--- config.mk ---
export PLATFORM = sky130hd
export DESIGN_NAME = excp_ctrl
export DESIGN_NICKNAME = d
export VERILOG_FILES = /design/src/rtl/excp_ctrl_pkg.sv /design/src/rtl/excp_ctrl_prio.sv /design/src/rtl/excp_ctrl.sv
export SDC_FILE = /design/constraint.sdc
export NUM_CORES = 1
export LEC_CHECK = 0
export BUFFER_PORTS_ARGS = -buffer_cell sky130_fd_sc_hd__buf_2
export CORE_UTILIZATION = 46
export CTS_CLUSTER_SIZE = 20
export DETAILED_ROUTE_END_ITERATION = 16
export GPL_TIMING_DRIVEN = 0
export PLACE_DENSITY_LB_ADDON = 0.15
export SLEW_MARGIN = 20
export SYNTH_ARGS = -nofsm -noshare
export SYNTH_HDL_FRONTEND = slang
export SYNTH_HIERARCHICAL = 1
export SYNTH_SLANG_ARGS = --single-unit
--- constraint.sdc ---
create_clock -name clk -period 4.4 [get_ports clk]
set_input_delay 1.32 -clock clk [delete_from_list [all_inputs] [get_ports clk]]
set_output_delay 1.32 -clock clk [all_outputs]
set_load 0.1 [all_outputs]
--- src/rtl/excp_ctrl_pkg.sv ---
// Shared exception definitions: cause codes, vector address, FSM encoding and mem_excp bit map.
// Also reused by cp0_reg.
package excp_ctrl_pkg;

  localparam logic [31:0] EXC_INT  = 32'h0000_0001;
  localparam logic [31:0] EXC_ADEL = 32'h0000_0004;
  localparam logic [31:0] EXC_ADES = 32'h0000_0005;
  localparam logic [31:0] EXC_SYS  = 32'h0000_0008;
  localparam logic [31:0] EXC_BP   = 32'h0000_0009;
  localparam logic [31:0] EXC_RI   = 32'h0000_000a;
  localparam logic [31:0] EXC_OV   = 32'h0000_000c;
  localparam logic [31:0] EXC_TR   = 32'h0000_000d;
  localparam logic [31:0] EXC_ERET = 32'h0000_000e;

  localparam logic [31:0] EXC_VECTOR = 32'hBFC0_0380;

  // Bit positions inside mem_excp_i
  localparam int EXCP_ADEL_IF = 0;
  localparam int EXCP_RI      = 1;
  localparam int EXCP_SYS     = 2;
  localparam int EXCP_BP      = 3;
  localparam int EXCP_OV      = 4;
  localparam int EXCP_TR      = 5;
  localparam int EXCP_ADEL_D  = 6;
  localparam int EXCP_ADES    = 7;

  typedef enum logic [1:0] {
    ST_IDLE     = 2'd0,
    ST_DRAIN    = 2'd1,
    ST_COMMIT   = 2'd2,
    ST_REDIRECT = 2'd3
  } excp_state_t;

  typedef enum logic [1:0] {
    BADV_NONE = 2'd0,
    BADV_PC   = 2'd1,
    BADV_ADDR = 2'd2
  } badv_sel_t;

  function automatic logic int_pending(input logic [31:0] status, input logic [31:0] cause);
    return (|(cause[15:8] & status[15:8])) & status[0] & ~status[1];
  endfunction

endpackage

--- src/rtl/excp_ctrl_prio.sv ---
// excp_prio_enc: combinational priority encoder from event flags to cause code and bad-address source.
module excp_prio_enc
  import excp_ctrl_pkg::*;
(
  input  logic [7:0]  excp,
  input  logic        int_pend,
  input  logic        eret,
  output logic        event_valid,
  output logic [31:0] code,
  output badv_sel_t   badv_sel
);

  always_comb begin
    event_valid = int_pend | (|excp) | eret;
    code        = '0;
    badv_sel    = BADV_NONE;
    if (int_pend) begin
      code = EXC_INT;
    end else if (excp[EXCP_ADEL_IF]) begin
      code     = EXC_ADEL;
      badv_sel = BADV_PC;
    end else if (excp[EXCP_RI]) begin
      code = EXC_RI;
    end else if (excp[EXCP_SYS]) begin
      code = EXC_SYS;
    end else if (excp[EXCP_BP]) begin
      code = EXC_BP;
    end else if (excp[EXCP_OV]) begin
      code = EXC_OV;
    end else if (excp[EXCP_TR]) begin
      code = EXC_TR;
    end else if (excp[EXCP_ADEL_D]) begin
      code     = EXC_ADEL;
      badv_sel = BADV_ADDR;
    end else if (excp[EXCP_ADES]) begin
      code     = EXC_ADES;
      badv_sel = BADV_ADDR;
    end else if (eret) begin
      code = EXC_ERET;
    end
  end

endmodule

--- src/rtl/excp_ctrl.sv ---
// excp_ctrl: takes exceptions/ERET at mem stage, drains the bus, commits to cp0, then redirects fetch.
// Optional macro EXCP_DRAIN_TIMEOUT_EN adds a 256-cycle drain timeout and the drain_err_o flag.
module excp_ctrl
  import excp_ctrl_pkg::*;
(
  input  logic        clk,
  input  logic        rst,
  input  logic        mem_valid_i,
  input  logic [31:0] mem_pc_i,
  input  logic [31:0] mem_addr_i,
  input  logic        mem_ds_i,
  input  logic [7:0]  mem_excp_i,
  input  logic        mem_eret_i,
  input  logic [31:0] status_i,
  input  logic [31:0] cause_i,
  input  logic [31:0] epc_i,
  input  logic        bus_idle_i,
  output logic [31:0] excepttype_o,
  output logic [31:0] pc_o,
  output logic [31:0] bad_vaddr_o,
  output logic        ds_o,
  output logic        flush_o,
  output logic        stall_req_o,
  output logic        redirect_valid_o,
  output logic [31:0] redirect_pc_o,
  input  logic        redirect_ack_i
`ifdef EXCP_DRAIN_TIMEOUT_EN
  ,
  output logic        drain_err_o
`endif
);

  excp_state_t state_reg;
  logic        int_pend;
  logic        ev_valid;
  logic [31:0] ev_code;
  badv_sel_t   ev_badv_sel;
  logic [31:0] ev_badv;
  logic        accept;
  logic        drain_timeout;

  logic [31:0] code_reg, pc_reg, badv_reg;
  logic        ds_reg;
  logic [31:0] excepttype_reg, pc_out_reg, badv_out_reg;
  logic        ds_out_reg, flush_reg;
  logic        redirect_valid_reg;
  logic [31:0] redirect_pc_reg;

  assign int_pend = int_pending(status_i, cause_i);

  excp_prio_enc u_prio (
    .excp        (mem_excp_i),
    .int_pend    (int_pend),
    .eret        (mem_eret_i),
    .event_valid (ev_valid),
    .code        (ev_code),
    .badv_sel    (ev_badv_sel)
  );

  always_comb begin
    ev_badv = '0;
    case (ev_badv_sel)
      BADV_PC:   ev_badv = mem_pc_i;
      BADV_ADDR: ev_badv = mem_addr_i;
      default:   ev_badv = '0;
    endcase
  end

  assign accept      = ~rst & (state_reg == ST_IDLE) & mem_valid_i & ev_valid;
  // Stall must rise in the acceptance cycle itself, before the state register moves.
  assign stall_req_o = ~rst & (accept | (state_reg != ST_IDLE));

`ifdef EXCP_DRAIN_TIMEOUT_EN
  logic [7:0] drain_cnt_reg;
  logic       drain_err_reg;

  assign drain_timeout = (drain_cnt_reg == 8'hff);
  assign drain_err_o   = drain_err_reg;

  always_ff @(posedge clk) begin
    if (rst) begin
      drain_cnt_reg <= '0;
      drain_err_reg <= 1'b0;
    end else if (accept) begin
      drain_cnt_reg <= '0;
    end else if (state_reg == ST_DRAIN) begin
      drain_cnt_reg <= drain_cnt_reg + 8'd1;
      if (drain_timeout && !bus_idle_i)
        drain_err_reg <= 1'b1;
    end
  end
`else
  assign drain_timeout = 1'b0;
`endif

  always_ff @(posedge clk) begin
    if (rst) begin
      state_reg          <= ST_IDLE;
      code_reg           <= '0;
      pc_reg             <= '0;
      badv_reg           <= '0;
      ds_reg             <= 1'b0;
      excepttype_reg     <= '0;
      pc_out_reg         <= '0;
      badv_out_reg       <= '0;
      ds_out_reg         <= 1'b0;
      flush_reg          <= 1'b0;
      redirect_valid_reg <= 1'b0;
      redirect_pc_reg    <= '0;
    end else begin
      case (state_reg)
        ST_IDLE: begin
          if (accept) begin
            code_reg  <= ev_code;
            pc_reg    <= mem_pc_i;
            badv_reg  <= ev_badv;
            ds_reg    <= mem_ds_i;
            state_reg <= ST_DRAIN;
          end
        end
        ST_DRAIN: begin
          // cp0 outputs are loaded on the way into COMMIT so they are valid for exactly that cycle
          if (bus_idle_i || drain_timeout) begin
            excepttype_reg <= code_reg;
            pc_out_reg     <= pc_reg;
            badv_out_reg   <= badv_reg;
            ds_out_reg     <= ds_reg;
            flush_reg      <= 1'b1;
            state_reg      <= ST_COMMIT;
          end
        end
        ST_COMMIT: begin
          excepttype_reg     <= '0;
          pc_out_reg         <= '0;
          badv_out_reg       <= '0;
          ds_out_reg         <= 1'b0;
          flush_reg          <= 1'b0;
          redirect_valid_reg <= 1'b1;
          redirect_pc_reg    <= (code_reg == EXC_ERET) ? epc_i : EXC_VECTOR;
          state_reg          <= ST_REDIRECT;
        end
        ST_REDIRECT: begin
          if (redirect_ack_i) begin
            redirect_valid_reg <= 1'b0;
            redirect_pc_reg    <= '0;
            state_reg          <= ST_IDLE;
          end
        end
        default: state_reg <= ST_IDLE;
      endcase
    end
  end

  assign excepttype_o     = excepttype_reg;
  assign pc_o             = pc_out_reg;
  assign bad_vaddr_o      = badv_out_reg;
  assign ds_o             = ds_out_reg;
  assign flush_o          = flush_reg;
  assign redirect_valid_o = redirect_valid_reg;
  assign redirect_pc_o    = redirect_pc_reg;

endmodule

==> results.md <==
* Crit path cell chain: buf_6 -> a22o_1 -> a221oi_4 -> a311oi_4 -> nor3_2 -> nand3_2 -> nand4b_4 -> buf_12 -> a21oi_4 -> buf_12
* Crit path capture type: output pin
* Slew Limit Headroom at 56.9%
* Worst Clk Skew at 7.33 ps
* Die Y-Extent at between 100 and 150 um
* Drt drc at 0
* Root buffer cell: clkbuf_16
* CTS Sinks at 230
* Syn avg cell area at ~9 um^2
* Top cell by count, worst path: buf_12
* Post-Synth Adder-Cell Area at 0.954%
* End-of-flow core utilization at between 60% and 70%
* Xor and xnor area share after synthesis at 0%
* Combinational family with the most area after synthesis: simple AND/OR/NAND/NOR gates
* Std-Cell Rows at 51
* Top FF cell, synth: dfxtp_1
* Worst hold stages at 2
* Critical-path top delay cell: a221oi_4
* Critical path peak fanout at 4
* Hold buffers post-CTS at 0
* Simple-gate share of the synthesized area at around 25%
* Aggregate routed wire length at 26400 um
* Drt pass-1 iters at 6
* Final Net Count at about 1500
* Max clock buf depth at 3
* Post-synthesis mux area share at less than 1%
* Boundary Pins at 307
* Area grow syn2layout at 29.3%
* FF-to-FF path depth at 9
* Worst Setup Start Kind: input pin
* Cell Pwr Density at 587 nW/um^2
* Fraction of registers with async set/reset at 0%
* Yosys warnings at 6
* Non-filler cells in the finished layout at roughly 1600
* Total power at 6.98 mW
* Status: completed
* Pleak at roughly 5.4 nW
* Largest net degree at the start of global routing at 20
* Clock transition at path regs at ~60 ps
* Share of layout cells above drive strength 1 at 28.2%
* Dpl cells at 1576
* Initial DRC Count at 420
* Final setup violation count at 0
* Max Cap Violations at 0
* CTS tree: yes
* Min cycle time layout at 4370 ps
* Hold path startpoint: redirect_valid_o
* Drt wl/cell at about 16 um
* IR drop worst, VDD at about 0.00035 V
* Gpl congestion at 0.844
* Port Buffers at 260
* Vias/cell at 5.10
* Final ANT Viol Nets at 0
* Path type of the worst min-delay path: register to register
* Total track usage at between 20 and 25%
* Layout fillers at around 1800
* First-pass GRT wire length at around 40000 um
* Count of cell types in the netlist at 39
* Reg2Reg Setup Slack at 2140 ps
* Largest stage delay, worst path at ~270 ps
* Core Box Area at roughly 20000 um^2
* Grt total ovfl at 0
* RR Endpoint: pc_o[30]
* Post-synthesis compound-gate area fraction at 16.8%
* Worst Hold End: redirect_valid_o
* Die area at roughly 21000 um^2
* Effective utilization at floorplan at 47.0%
* H-tree Lvls at 1
* Die extent in x at 143 um
* Tightest Pin Transition at between 600 and 700 ps
* EDFF count, synth at 0
* Seq cells post-synth at 230
* Worst-Skew Late Latency at between 500 and 600 ps
* RSZ-0062 raised after global routing: false
* Tcrit/Tclk final at 99.3%
* Crit path DAT at between 3000 and 4000 ps
* Initial antenna violation count at 2
* Cts bufs inserted at 25
* Worst Path Required at 3080 ps
* Mapped Cells at between 1000 and 1500
* Slew Viols, Final at 0
* Final Hold Viols at 0
* Vias in the first global route at 7772
* DP Wirelength at approximately 19000 um
* Sequential area share after synthesis at between 50% and 60%
* DR vias at ~8300
* Hold_ws at approximately 460 ps
* F_max at 0.229 GHz
* Crit Path Class: input pin to output pin
* R2R Path Start: state_reg[0]
* Mapped Area at roughly 9200 um^2
==> report_power, final <==
part | internal, mW | leakage [nW] | switching (mW)
logic | 0.575 | 3.10 | 1.81
clock network | 1.28 | 0.401 | 0.815
registers | 2.34 | 1.87 | 0.158
total | 4.19 | 5.37 | 2.78
==> layout make-up <==
cell class              instances  area, um^2  share of cell area [%]
inverters                       7        26.3                   0.221
plain buffers                 114         608                    5.12
clock inverters                 3        65.1                   0.548
multi-input cells             699        4120                    34.7
clock buffers                  41         756                    6.36
well taps                     265         332                    2.79
diodes                          1        2.50                  0.0211
flip-flops and latches        230        4600                    38.8
repair buffers                266        1370                    11.5
==> logic make-up (layout without fill, tap and decap cells) <==
logic type               Yosys count  in the layout
adder cells (fa/ha/maj)            7              7
flip-flops                       230            230
other                              1             29
multiplexers                       2              2
AND/OR/NAND/NOR                  439            439
buffers and inverters            122            431
AO/OA/AOI/OAI                    223            223
==> layer usage <==
metal	up-vias	global-route usage (%)	routed length [um]
met4	2	6.77	599
li1	4162	-	-
met3	38	6.20	2020
met5	-	0	12
met1	3819	30.4	11400
met2	269	43.1	12400
==> synthesized netlist by cell type, types with 2 or more instances <==
master,n,area (um^2)
buf_1,14,52.6
nor2_1,107,402
ha_1,7,87.6
nor3_1,34,170
nand2_1,145,544
buf_6,2,22.5
o21ai_0,2,10.0
a21oi_1,114,571
a22oi_1,34,255
nor3_2,2,20.0
nor4_2,2,25.0
buf_4,31,233
a221oi_1,3,26.3
nand3b_1,65,488
clkbuf_1,42,158
nor3b_1,65,488
nand4_1,2,12.5
buf_2,26,130
dfxtp_1,230,4600
a211oi_1,2,15.0
inv_1,7,26.3
nor4_1,6,37.5
nor4b_1,2,17.5
a22o_1,53,464
nor2b_1,4,25.0
a221oi_2,10,150
==> worst max-delay path, delay by kind of cell <==
kind | cells | cell delay [ps]
AOI/OAI and AO/OA | 4 | 760
and+or+nand+nor | 3 | 560
buffers and inverters | 3 | 410
==> through the flow <==
step	worst slack, ps	TNS [ps]	area, um^2
after floorplan	-61.9	-61.9	9330
after global placement	-589	-589	11000
after detailed placement	-626	-626	11000
after CTS	10.1	0	11800
after global routing	17.5	0	11900
final	31.9	0	11900
==> worst max path at each step <==
stage                            start     endpoint  depth (start not counted)
after global routing      status_i[12]  stall_req_o                         10
after CTS                 status_i[12]  stall_req_o                         10
after global placement    status_i[12]  stall_req_o                         11
after floorplan            cause_i[12]  stall_req_o                          9
after detailed placement  status_i[12]  stall_req_o                         11
final                     status_i[12]  stall_req_o                         10
==> layout by cell type, fill, tap and decap left out, types with 4 or more instances in the layout <==
cell type  instances
conb_1            28
buf_4             37
nor2_1           107
nor2b_1            4
inv_1              7
nand3b_1          65
buf_2            283
nand2_1          145
clkbuf_1          49
buf_1             14
a221oi_2          10
nor3_1            33
nor4_1             6
a21oi_1          113
a22oi_1           34
clkbuf_8           7
ha_1               7
nor3b_1           65
clkbuf_16         25
dfxtp_1          230
a22o_1            53
==> what timing repair did <==
action                     4_1_cts  5_1_grt
pin swaps                        4        5
resized for setup               10        4
cloned                           0        0
setup endpoints to repair        1        1
setup buffers                    3        3
(Power assumes the default switching activity.)
